File: config.mk
export PLATFORM = sky130hd
export DESIGN_NAME = mem_stage
export DESIGN_NICKNAME = d
export VERILOG_FILES = /design/src/rtl/core_pkg.sv /design/src/rtl/dmem_handshake.sv /design/src/rtl/mem_stage.sv
export SDC_FILE = /design/constraint.sdc
export NUM_CORES = 1
export LEC_CHECK = 0
export CORE_AREA = 4 4 235 237
export CTS_CLUSTER_SIZE = 16
export DETAILED_ROUTE_END_ITERATION = 10
export DIE_AREA = 0 0 239 241
export PLACE_DENSITY_LB_ADDON = 0.3
export REMOVE_ABC_BUFFERS = 1
export SLEW_MARGIN = 5
export SYNTH_ARGS = -nofsm -noshare
export SYNTH_HDL_FRONTEND = slang
export SYNTH_HIERARCHICAL = 1
export SYNTH_SLANG_ARGS = --single-unit
export TNS_END_PERCENT = 20
File: constraint.sdc
create_clock -name clk -period 2.4 [get_ports clk]
set_input_delay 0.48 -clock clk [delete_from_list [all_inputs] [get_ports clk]]
set_output_delay 0.48 -clock clk [all_outputs]
set_load 0.02 [all_outputs]
File: src/rtl/core_pkg.sv
// core_pkg: shared memory-stage types for the LEGv8 pipeline.
package core_pkg;
   typedef enum logic {IDLE, WAIT} mem_state_t;
   typedef struct packed {
      logic       valid;
      logic       MemRead;
      logic       MemWrite;
      logic       Branch;
      logic       RegWrite;
      logic       MemtoReg;
      logic [4:0] WriteReg;
   } ex_mem_ctrl_t;
   typedef struct packed {
      logic       valid;
      logic       RegWrite;
      logic       MemtoReg;
      logic [4:0] WriteReg;
   } mem_wb_ctrl_t;
endpackage

File: src/rtl/dmem_handshake.sv
// dmem_handshake: valid/ack sequencer with wait counter and timeout abort.
module dmem_handshake
   import core_pkg::*;
#(
   parameter int TIMEOUT = 16
) (
   input  logic clk,
   input  logic reset,
   input  logic i_memop,
   input  logic i_ack,
   output logic o_req,
   output logic o_stall,
   output logic o_done,
   output logic o_abort,
   output logic o_err
);
   localparam int CW = $clog2(TIMEOUT);
   mem_state_t    r_state, w_state_nx;
   logic [CW-1:0] r_cnt, w_cnt_nx;
   logic          r_err;
   always_comb begin
      o_req      = i_memop;
      o_abort    = (r_state == WAIT) & ~i_ack & (r_cnt == CW'(TIMEOUT - 1));
      o_done     = o_req & (i_ack | o_abort);
      o_stall    = o_req & ~i_ack & ~o_abort;
      w_state_nx = r_state;
      w_cnt_nx   = r_cnt;
      if (r_state == IDLE) begin
         if (o_stall) begin
            w_state_nx = WAIT;
            w_cnt_nx   = CW'(1);
         end
      end else if (i_ack | o_abort) begin
         w_state_nx = IDLE;
         w_cnt_nx   = '0;
      end else begin
         w_cnt_nx   = r_cnt + CW'(1);
      end
   end
   always_ff @(posedge clk) begin
      if (reset) begin
         r_state <= IDLE;
         r_cnt   <= '0;
         r_err   <= 1'b0;
      end else begin
         r_state <= w_state_nx;
         r_cnt   <= w_cnt_nx;
         r_err   <= r_err | o_abort;
      end
   end
   assign o_err = r_err;
endmodule

File: src/rtl/mem_stage.sv
// mem_stage: EX/MEM register, data-memory handshake, branch resolve and MEM/WB register.
module mem_stage
   import core_pkg::*;
#(
   parameter int N       = 64,
   parameter int TIMEOUT = 16
) (
   input  logic         clk,
   input  logic         reset,
   input  logic         valid_E,
   input  logic         MemRead_E,
   input  logic         MemWrite_E,
   input  logic         Branch_E,
   input  logic         RegWrite_E,
   input  logic         MemtoReg_E,
   input  logic [4:0]   WriteReg_E,
   input  logic [N-1:0] PCBranch_E,
   input  logic [N-1:0] aluResult_E,
   input  logic [N-1:0] writeData_E,
   input  logic         zero_E,
   input  logic         dmem_ack,
   input  logic [N-1:0] dmem_rdata,
   output logic         dmem_req,
   output logic         dmem_we,
   output logic [N-1:0] dmem_addr,
   output logic [N-1:0] dmem_wdata,
   output logic         stall,
   output logic         PCSrc_M,
   output logic [N-1:0] PCBranch_M,
   output logic         valid_W,
   output logic         RegWrite_W,
   output logic         MemtoReg_W,
   output logic [4:0]   WriteReg_W,
   output logic [N-1:0] aluResult_W,
   output logic [N-1:0] readData_W,
   output logic         mem_err
);
   ex_mem_ctrl_t r_ctrl_M;
   mem_wb_ctrl_t r_ctrl_W;
   logic [N-1:0] r_pcb_M, r_alu_M, r_wd_M, r_alu_W, r_rd_W;
   logic         r_zero_M;
   logic         w_memop, w_done, w_abort;
   assign w_memop = r_ctrl_M.valid & (r_ctrl_M.MemRead | r_ctrl_M.MemWrite);
   dmem_handshake #(.TIMEOUT(TIMEOUT)) u_hs (
      .clk     (clk),
      .reset   (reset),
      .i_memop (w_memop),
      .i_ack   (dmem_ack),
      .o_req   (dmem_req),
      .o_stall (stall),
      .o_done  (w_done),
      .o_abort (w_abort),
      .o_err   (mem_err)
   );
   assign PCSrc_M = r_ctrl_M.valid & r_ctrl_M.Branch & r_zero_M;
   always_ff @(posedge clk) begin
      if (reset) begin
         r_ctrl_M <= '0;
         r_pcb_M  <= '0;
         r_alu_M  <= '0;
         r_wd_M   <= '0;
         r_zero_M <= 1'b0;
      end else if (!stall) begin
         r_ctrl_M <= '{valid_E & ~PCSrc_M, MemRead_E, MemWrite_E, Branch_E,
                       RegWrite_E, MemtoReg_E, WriteReg_E};
         r_pcb_M  <= PCBranch_E;
         r_alu_M  <= aluResult_E;
         r_wd_M   <= writeData_E;
         r_zero_M <= zero_E;
      end
   end
   // Only a read that is actually acked carries memory data into writeback.
   always_ff @(posedge clk) begin
      if (reset) begin
         r_ctrl_W <= '0;
         r_alu_W  <= '0;
         r_rd_W   <= '0;
      end else begin
         r_ctrl_W <= '{r_ctrl_M.valid & ~stall & ~w_abort, r_ctrl_M.RegWrite,
                       r_ctrl_M.MemtoReg, r_ctrl_M.WriteReg};
         r_alu_W  <= r_alu_M;
         r_rd_W   <= (w_done & dmem_ack & r_ctrl_M.MemRead) ? dmem_rdata : '0;
      end
   end
   assign dmem_we     = r_ctrl_M.MemWrite;
   assign dmem_addr   = r_alu_M;
   assign dmem_wdata  = r_wd_M;
   assign PCBranch_M  = r_pcb_M;
   assign valid_W     = r_ctrl_W.valid;
   assign RegWrite_W  = r_ctrl_W.RegWrite;
   assign MemtoReg_W  = r_ctrl_W.MemtoReg;
   assign WriteReg_W  = r_ctrl_W.WriteReg;
   assign aluResult_W = r_alu_W;
   assign readData_W  = r_rd_W;
endmodule

==> metrics.yaml, run 1 <==
sta:
  period_needed_ps: 2280
  fin_crit_sh_pct: 94.8
  slew_headroom_pct: 67.3
  setup_viol: 0
  finClkSkew_ps: 11.2
  fmax_mhz: 439
  fin_tns_setup_ps: 0
  worstMarginPinSlew_ps: 490
  hold_viol_final: 0
  slew_violations: 0
  rsz0062_at_grt: "false"
floorplan:
  num_rows: 85
  dieHeight_um: 241
  dieArea_um2: 57600
  core_area_um2: 53300
  io_pins: 604
  start_util_pct: 21.3
  dieWidth_um: 239
cts:
  ctsHoldBuffers: 0
  cts_buffers: 39
  clk_latency_ps: 530
  cts_buffer_depth: 3
  clk_pin_slew_ps: 60
  cts_tree: "yes"
  cts_root_buffer: "clkbuf_16"
  h-tree-depth: 2
  cts_sinks: 346
routing:
  drc: 0
  firstDrtPassIters: 4
  vias: 9116
  dr_wl_met3_um: 4480
  met1_length_um: 14400
  drtAntennaViolNets: 0
  drt_iter0_drc: 244
  top_layer: "met4"
  wl_met2_um: 19700
  totalWireLength_um: 39800
  routedWlPerCell_um: 17.2
  viasPerCell: 3.93
outcome:
  outcome: "completed"
synth:
  synth_edf_count: 0
  synth_seq_cells: 346
  syn_area_per_cell_um2: 11.5
  seq_area_frac_synth_pct: 61.1
  synth_ff_type: "dfxtp_1"
  synthMuxAreaShare_pct: 17.9
  yosys.area_share.simple_pct: 15.7
  synth_cells: 987
  yosys.area_share.adder_pct: 0.110
  synth_xor_area_share_pct: 0
  netlist_area_um2: 11300
  synth_compound_area_share_pct: 0.662
  asyncSetResetFlopFracSynth_pct: 0
  synth_top_family_by_area: "multiplexers"
  synth_cell_type_count: 34
  yosys_warnings: 6
grt:
  grt_max_degree: 100
  overflow: 0
  grt_pass1_wl_um: 56700
  grt_pass1_vias: 9223
  grt.total_usage_pct: 12.8
  grt_antenna_before_repair: 2
layout:
  multi_input_area_um2: 3910
  drive_gt1_share_pct: 7.04
  nNetsFinal: 1867
  regArea_um2: 6930
  fillers: 5393
  area_delta_synth_final_pct: 70.5
  layoutNonFillerInstCount: 2317
pwr:
  static-leakage-power_nw: 7.14
  max-vdd-ir-drop_uv: 532
  power.density_nw_per_um2: 705
  power_mw: 13.6
worst_setup_path:
  path_depth: 5
  worstReg2RegEnd: "dmem_wdata[36]"
  cp_num_buf_inv: 1
  critPathLaunch: "u_hs/r_cnt[0]"
  crit_fanout: 2
  critical_path.top_delay_family: "simple AND/OR/NAND/NOR gates"
  cp.arrival_ps: 1800
  path_cells: "ha_1 -> and3_4 -> a21oi_2 -> and2_4 -> buf_6"
  r2r_slack_ps: 170
  start_kind: "register"
  reg2reg_from: "u_hs/r_cnt[0]"
  slowest_stage: "dfxtp_1"
  cp_data_required_time_ps: 1920
  cp-end-kind: "output port"
  worstRegToRegCells: 9
  worstSetupPathType: "register to output port"
  crit_end: "stall"
  max_stage_delay_ps: 310
placed_design:
  dp.cells: 2248
  hpwl_um: 30800
  portBuffers: 603
  gp_congestion: 0.801
worst_hold_path:
  hold_class: "primary input to register"
run:
  drv_cap: 0
==> Yosys cell counts, drive strengths merged (2+ instances only) <==
| library cell | instances | share of area, % |
|---|---|---|
| or3 | 2 | 0.12 |
| a31oi | 2 | 0.11 |
| dfxtp | 346 | 61 |
| buf | 50 | 4.0 |
| nand3 | 3 | 0.13 |
| clkbuf | 12 | 0.40 |
| o211ai | 2 | 0.13 |
| and2 | 65 | 3.8 |
| inv | 2 | 0.066 |
| nand2b | 2 | 0.11 |
| nor2 | 207 | 6.9 |
| and3 | 2 | 0.11 |
| nor2b | 72 | 4.0 |
| a21oi | 4 | 0.18 |
| mux2i | 203 | 18 |
| nand2 | 2 | 0.066 |
==> report_power, final <==
group	total (mW)	switching [mW]	internal [mW]
sequential	6.15	0.140	6.01
combinational	1.78	0.775	1.00
clock	5.69	2.28	3.41
==> sequential cells by signal (all words and copies together) (netlist names), 4 cells and up <==
signal / count
dmem_addr: 64
aluResult_W: 64
dmem_wdata: 64
PCBranch_M: 64
WriteReg_W: 5
r_ctrl_M: 10
readData_W: 64
u_hs/r_cnt: 4
==> timing repair <==
action	4_1_cts	5_1_grt
pin swaps	1	1
setup endpoints to repair	1	73
resized for setup	9	2
buffers inserted	1	1
==> worst min-delay path by stage <==
stage                     depth (start not counted)              to  slack, ps         from
after floorplan                                   1      MemtoReg_W        440  r_ctrl_M[5]
after global placement                            1   WriteReg_W[4]        450  r_ctrl_M[4]
after detailed placement                          1   WriteReg_W[4]        460  r_ctrl_M[4]
after CTS                                         2  dmem_wdata[16]        300        reset
after global routing                              2     r_ctrl_M[9]        320        reset
final                                             2  dmem_wdata[28]        330        reset
==> placed cells by master (no fill, tap or decap), types with 2 or more instances in the layout <==
master / instances
a21oi_1: 3
a31oi_1: 2
and2_1: 41
and2_2: 23
buf_12: 9
buf_4: 14
buf_6: 3
clkbuf_1: 10
clkbuf_16: 41
clkbuf_8: 11
clkdlybuf4s50_1: 601
clkinv_2: 5
dfxtp_1: 346
mux2i_1: 203
nand2_1: 2
nand2b_1: 2
nand3_1: 3
nor2_1: 207
nor2b_1: 71
o211ai_1: 2
==> metal layers <==
metal	vias to the layer above	GRT usage, %
met1	4183	13.3
met3	78	6.19
met4	0	4.51
li1	4416	-
met5	-	0
met2	439	22.7
==> per-stage QoR <==
| step | setup slack [ps] | hold slack (ps) | util, % | instance area (um^2) |
|---|---|---|---|---|
| 5_1_grt | 14.8 | 321 | 36.3 | 19300 |
| 6_report | 124 | 332 | 36.3 | 19300 |
| 3_5_place_dp | -178 | 456 | 33.9 | 18100 |
| 2_1_floorplan | -6100 | 438 | - | 10800 |
| 4_1_cts | -51.6 | 298 | 36.2 | 19300 |
| 3_3_place_gp | -179 | 448 | 33.9 | 18100 |
==> cell families after synthesis <==
logic type / after synthesis
flops: 346
fa+ha+maj: 1
simple gates: 361
mux: 203
compound gates: 12
buf+inv: 64
==> layout make-up <==
class,count,share of cell area [%]
Sequential cell,346,35.8
Timing Repair Buffer,629,33.0
Multi-Input combinational cell,577,20.2
Clock buffer,61,6.22
Tap cell,696,4.51
Clock inverter,5,0.130
Inverter,2,0.0389
Antenna cell,1,0.0130
(Power assumes the default switching activity.)
==> run 2, diff against run 1 <==
--- a/config.mk
+++ b/config.mk
@@ -5,10 +5,10 @@
 export SDC_FILE = /design/constraint.sdc
 export NUM_CORES = 1
 export LEC_CHECK = 0
-export CORE_AREA = 4 4 235 237
+export CORE_AREA = 3 3 234 236
 export CTS_CLUSTER_SIZE = 16
 export DETAILED_ROUTE_END_ITERATION = 10
-export DIE_AREA = 0 0 239 241
+export DIE_AREA = 0 0 237 239
 export PLACE_DENSITY_LB_ADDON = 0.3
 export REMOVE_ABC_BUFFERS = 1
 export SLEW_MARGIN = 5
==> metrics.yaml, run 2 (synthesis gave the netlist of run 1 again) <==
pwr:
  static-leakage-power_nw: 7.17  # +0.39%
  clockPowerShare_pct: 42.5  # +0.7 points
  combPwrFrac_pct: 12.9  # -0.2 points
  p_switching_mw: 3.24  # +1.6%
  seqPwrFrac_pct: 44.6  # -0.6 points
  intPower_mw: 10.5  # +1.1%
  power_mw: 13.8  # +1.2%
  power.density_nw_per_um2: 713  # +1.1%
  p_sw_share_pct: 23.5  # +0.083 points
  max-vdd-ir-drop_uv: 535  # +0.64%
outcome:
  outcome: "completed"
layout:
  nNetsFinal: 1871  # +0.21%
  fillers: 5250  # -2.7%
  final_common_cell: "clkdlybuf4s50_1"
  regArea_um2: 6930  # unchanged
  layout_common_cells: "clkdlybuf4s50_1, dfxtp_1, nor2_1, mux2i_1, nor2b_1"
  drive_gt1_share_pct: 7.02  # -0.017 points
  area_delta_synth_final_pct: 70.7  # about the same
  multi_input_area_um2: 3910  # -0.13%
sta:
  finClkSkew_ps: 12.9  # +1.66 ps
  fin_crit_sh_pct: 97.6  # +2.8 points
  worstMarginPinSlew_ps: 532  # +41.7 ps
  fmax_mhz: 427  # -2.9%
  slew_headroom_pct: 64.4  # -2.9 points
  period_needed_ps: 2340  # +67.5 ps
  rsz0062_at_grt: "true"
  hold_viol_final: 0  # unchanged
  setup_viol: 0  # unchanged
  fin_tns_setup_ps: 0  # unchanged
  slew_violations: 0  # unchanged
cts:
  cts_buffer_depth: 3  # unchanged
  clk_latency_ps: 540  # about the same
  cts_root_buffer: "clkbuf_16"
  cts_sinks: 346  # unchanged
  clk_pin_slew_ps: 50  # about the same
  cts_buffers: 40  # +2.6%
  h-tree-depth: 2  # unchanged
  ctsHoldBuffers: 0  # unchanged
  cts_tree: "yes"
grt:
  grt.total_usage_pct: 13.8  # +0.94 points
  overflow: 0  # unchanged
  grt_antenna_before_repair: 7  # +5
  grt_pass1_vias: 9473  # +2.7%
  grt_max_degree: 103  # +3.0%
  grt_pass1_wl_um: 59000  # +4.0%
routing:
  drtAntennaViolNets: 0  # unchanged
  viasPerCell: 3.92  # -0.46%
  totalWireLength_um: 41500  # +4.2%
  routedWlPerCell_um: 17.9  # +4.3%
  firstDrtPassIters: 4  # unchanged
  drt_iter0_drc: 256  # +4.9%
  drc: 0  # unchanged
  vias: 9062  # -0.59%
floorplan:
  dieArea_um2: 56600  # -1.7%
  dieWidth_um: 237  # -0.84%
  start_util_pct: 21.5  # +0.25 points
  core_area_um2: 52700  # -1.2%
  dieHeight_um: 239  # -0.83%
  io_pins: 604  # unchanged
  num_rows: 84  # -1.2%
worst_setup_path:
  crit_fanout: 3  # +1
  reg2reg_from: "u_hs/r_cnt[0]"
  cp_data_required_time_ps: 1920  # about the same
  critPathLaunch: "u_hs/r_cnt[0]"
  cp-end-kind: "output port"
  worstSetupPathType: "register to output port"
  start_kind: "register"
  worstRegToRegCells: 9  # unchanged
  worstReg2RegEnd: "PCBranch_M[42]"
  cp.arrival_ps: 1860  # +60 ps
  crit_end: "stall"
  r2r_slack_ps: 150  # -20 ps
placed_design:
  hpwl_um: 31900  # +3.4%
  portBuffers: 603  # unchanged
  gp_congestion: 0.842  # +5.1%
worst_hold_path:
  hold_class: "primary input to register"
run:
  drv_cap: 0  # unchanged
-- run 2: how the worst min path moves through the flow --
stage                 from       endpoint  slack [ps]  depth (start not counted)
3_3_place_gp   r_ctrl_M[1]  WriteReg_W[1]         440                          1
5_1_grt              reset    r_ctrl_M[6]         250                          2
2_1_floorplan  r_ctrl_M[5]     MemtoReg_W         440                          1
4_1_cts              reset  dmem_addr[16]         230                          2
3_5_place_dp   r_ctrl_M[6]     RegWrite_W         450                          1
6_report             reset  dmem_addr[16]         270                          2
-- run 2: area by class of cell --
cell class	instances	share of cell area, %
antenna	2	0.0259
clock buffer	60	5.98
clock inverter	7	0.485
inverter	2	0.0388
multi-input combinational	577	20.2
sequential	346	35.8
tap	688	4.45
timing repair buffer	632	33.0
-- run 2: timing repair --
action | in CTS | in global routing
pin swaps | 2 | 0
setup buffers | 1 | 0
gates resized for setup | 10 | 1
gates cloned | 0 | 1
setup endpoints to repair | 1 | 10
-- run 2: worst max-delay path: stages, from the launching register on --
cell,delay [ps]
dfxtp_1,310
ha_1,200
and3_1,210
a21oi_2,160
and2_4,290
buf_6,150
-- run 2: per-stage QoR --
stage	std cells	area (um^2)	utilization (%)	hold slack, ps	worst slack, ps
2_1_floorplan	925	10800	-	438	-6100
3_3_place_gp	2243	18000	34.2	443	-290
3_5_place_dp	2243	18000	34.2	453	-278
4_1_cts	2311	19300	36.7	234	4.81
5_1_grt	2314	19300	36.7	252	-17.9
6_report	2314	19300	36.7	268	56.8
-- run 2: per-layer routing --
| layer | vias up | part of all wire [%] | GRT usage, % |
|---|---|---|---|
| met1 | 4139 | 35 | 13.4 |
| met4 | 4 | 4.0 | 6.76 |
| met5 | - | 0.065 | 0 |
| met3 | 72 | 11 | 6.56 |
| met2 | 423 | 49 | 24.5 |
| li1 | 4424 | - | - |
-- run 2: power by group through the flow --
stage | clock network, mW | registers (mW) | logic, mW
after global placement | 0 | 6.26 | 1.78
after CTS | 6.14 | 6.15 | 1.80
after global routing | 6.33 | 6.18 | 1.89
final | 5.86 | 6.15 | 1.78
after floorplan | 0 | 6.56 | 0.401
after detailed placement | 0 | 6.28 | 1.79
==> run 3, diff against run 2 <==
--- a/config.mk
+++ b/config.mk
@@ -5,10 +5,11 @@
 export SDC_FILE = /design/constraint.sdc
 export NUM_CORES = 1
 export LEC_CHECK = 0
-export CORE_AREA = 3 3 234 236
+export ABC_AREA = 1
+export CORE_AREA = 3 3 237 239
 export CTS_CLUSTER_SIZE = 16
 export DETAILED_ROUTE_END_ITERATION = 10
-export DIE_AREA = 0 0 237 239
+export DIE_AREA = 0 0 240 242
 export PLACE_DENSITY_LB_ADDON = 0.3
 export REMOVE_ABC_BUFFERS = 1
 export SLEW_MARGIN = 5
==> metrics.yaml, run 3 <==
synth:
  synth_edf_count: 0  # unchanged
  synth_top_cell_by_area: "dfxtp_1"
  synth_seq_cells: 346  # unchanged
  yosys_warnings: 6  # unchanged
  syn_area_per_cell_um2: 8.55  # -26%
  synth_common_cells: "nor2_1, dfxtp_1, o21ai_0, inv_1, a21oi_1"
  synth_cell_type_count: 26  # -24%
  synth_cells: 1284  # +30%
  asyncSetResetFlopFracSynth_pct: 0  # unchanged
  seq_area_frac_synth_pct: 63.1  # +2.0 points
  yosys.cell_count.top_type: "nor2_1"
  synth_top_cell_area_share_pct: 63.1  # +2.0 points
  netlist_area_um2: 11000  # -3.2%
  synthTopCellsByArea: "dfxtp_1, nor2_1, o21ai_0"
  synth_ff_type: "dfxtp_1"
routing:
  drc: 0  # unchanged
  vias: 10400  # +15%
  firstDrtPassIters: 4  # unchanged
  drtAntennaViolNets: 0  # unchanged
  viasPerCell: 3.99  # +1.8%
  routedWlPerCell_um: 15.8  # -12%
  drt_iter0_drc: 283  # +11%
  totalWireLength_um: 41400  # -0.32%
sta:
  period_needed_ps: 2300  # -40.8 ps
  fin_crit_sh_pct: 95.9  # -1.7 points
  timing.hold.ws_ps: 431  # +163 ps
  hold_viol_final: 0  # unchanged
  rsz0062_at_grt: "true"
  worstMarginPinSlew_ps: 531  # -1.02 ps
  slew_violations: 0  # unchanged
  fmax_mhz: 434  # +1.8%
  setup_slack_ps: 97.6  # +40.8 ps
  finClkSkew_ps: 12.7  # -0.215 ps
  setup_viol: 0  # unchanged
  fin_tns_setup_ps: 0  # unchanged
  slew_headroom_pct: 64.6  # +0.18 points
floorplan:
  core_area_um2: 54000  # +2.6%
  start_util_pct: 20.3  # -1.2 points
  dieWidth_um: 240  # +1.3%
  dieHeight_um: 242  # +1.3%
  num_rows: 85  # +1.2%
  io_pins: 604  # unchanged
  dieArea_um2: 58100  # +2.5%
pwr:
  p_switching_mw: 3.46  # +6.5%
  seqPwrFrac_pct: 43.9  # -0.7 points
  static-leakage-power_nw: 8.17  # +14%
  combPwrFrac_pct: 13.5  # +0.6 points
  p_sw_share_pct: 24.6  # +1.1 points
  power.density_nw_per_um2: 728  # +2.2%
  intPower_mw: 10.6  # +0.55%
  max-vdd-ir-drop_uv: 518  # -3.2%
  clockPowerShare_pct: 42.5  # about the same
cts:
  cts_buffer_depth: 3  # unchanged
  cts_tree: "yes"
  cts_buffers: 40  # unchanged
  cts_sinks: 346  # unchanged
  post-cts-setup-buffers: 0  # -1
  h-tree-depth: 2  # unchanged
  cts_root_buffer: "clkbuf_16"
  clk_latency_ps: 540  # about the same
  clk_pin_slew_ps: 60  # about the same
placed_design:
  portBuffers: 603  # unchanged
  dp.cells: 2547  # +14%
  gp_congestion: 0.776  # -7.8%
  pre_cts_ws_ps: 152  # +430 ps
  hpwl_um: 31600  # -0.89%
layout:
  layoutNonFillerInstCount: 2619  # +13%
  fillers: 5501  # +4.8%
  drive_gt1_share_pct: 6.30  # -0.72 points
  nNetsFinal: 2165  # +16%
  final_common_cell: "clkdlybuf4s50_1"
  final_util_pct: 35.7  # -1.0 points
  area_delta_synth_final_pct: 75.9
  layout_common_cells: "clkdlybuf4s50_1, nor2_1, dfxtp_1, o21ai_0, inv_1"
worst_setup_path:
  reg2reg_from: "r_ctrl_M[10]"
  worstReg2RegEnd: "PCBranch_M[17]"
  worstSetupPathType: "register to output port"
  worstRegToRegCells: 8  # -1
  cp_common_cell: "buf_12"
  cp_data_required_time_ps: 1920  # about the same
  cp.arrival_ps: 1820  # -40 ps
  path_cells: "o21a_1 -> nand2_1 -> nor2_4 -> buf_12 -> buf_12"
  start_kind: "register"
  r2r_slack_ps: 560  # +410 ps
  crit_fanout: 11  # +8
  slowest_stage: "dfxtp_1"
  cp-end-kind: "output port"
  max_stage_delay_ps: 390  # +80 ps
grt:
  grt_antenna_before_repair: 4  # -3
  grt.total_usage_pct: 13.5  # -0.30 points
  grt_max_degree: 73  # -29%
  grt_pass1_vias: 10400  # +10%
  overflow: 0  # unchanged
  grt_pass1_wl_um: 61000  # +3.4%
worst_hold_path:
  hold_class: "register to register"
  hold_end: "WriteReg_W[3]"
  whs_path_depth: 2  # unchanged
  hold_start: "r_ctrl_M[3]"
run:
  drv_cap: 0  # unchanged
outcome:
  outcome: "completed"
run 3: cell count changes in the layout (fill, tap and decap cells not counted), sizes merged, moves of 3 or more:
cell	change
o21ai	+205
nor2b	-72
and2	-65
nand2	+10
mux2i	-203
a21oi	+74
inv	+144
buf	+17
nand3	+3
nor2	+196
clkinv	+3
run 3: stage by stage:
stage | cell area (um^2) | total power, mW
after floorplan | 10600 | 6.98
after global placement | 18000 | 8.20
final | 19300 | 14.1
after global routing | 19300 | 14.7
after detailed placement | 18000 | 8.22
after CTS | 19300 | 14.3
run 3: timing repair:
| action | in CTS | in global routing |
|---|---|---|
| hold buffers | 0 | 0 |
| endpoints found under the setup margin | 0 | 2 |
| resized for setup | 0 | 2 |
run 3: logic make-up (layout without fill, tap and decap cells):
logic type                 count (synthesis)  in the layout  synth area share [%]
DFF                                      346            346                  63.1
buffers and inverters                    226            864                  8.76
other                                      0              1                     0
AOI/OAI and AO/OA                        286            286                  13.1
adders and majority gates                  1              1                 0.114
and+or+nand+nor                          425            425                  14.9
run 3: worst max-delay path, delay by kind of cell (launching register included):
kind / cells / cell delay (ps)
buf+inv: 2 / 300
flops: 1 / 390
compound gates: 1 / 260
simple gates: 2 / 320
run 3: per-layer routing:
| metal | global-route usage [%] | vias up | part of all wire, % |
|---|---|---|---|
| met2 | 24.8 | 434 | 50 |
| li1 | - | 5204 | - |
| met4 | 4.37 | 6 | 2.6 |
| met5 | 0 | - | 0.089 |
| met1 | 13.5 | 4727 | 37 |
| met3 | 5.83 | 73 | 11 |
run 3: layout make-up:
class                   count  area [um^2]  area share [%]
flip-flops and latches    346         6930            35.9
repair buffers            648         6560            34.0
multi-input cells         712         3100            16.1
clock buffers              62         1200            6.24
well taps                 696          871            4.51
inverters                 145          549            2.85
clock inverters             9         83.8           0.434
diodes                      1         2.50          0.0130
run 3: power by group through the flow:
stage	logic (mW)	clock network (mW)	registers (mW)
finish	1.90	5.98	6.18
global route	2.04	6.42	6.21
CTS	1.93	6.21	6.18
detailed placement	1.92	0	6.30
global placement	1.92	0	6.29
floorplan	0.356	0	6.62
run 3: worst max path at each step:
stage | startpoint | end
floorplan | dmem_we | r_ctrl_M[10]
global placement | dmem_ack | readData_W[36]
detailed placement | dmem_ack | readData_W[36]
CTS | r_ctrl_M[10] | dmem_req
global route | u_hs/r_cnt[0] | stall
finish | r_ctrl_M[10] | stall
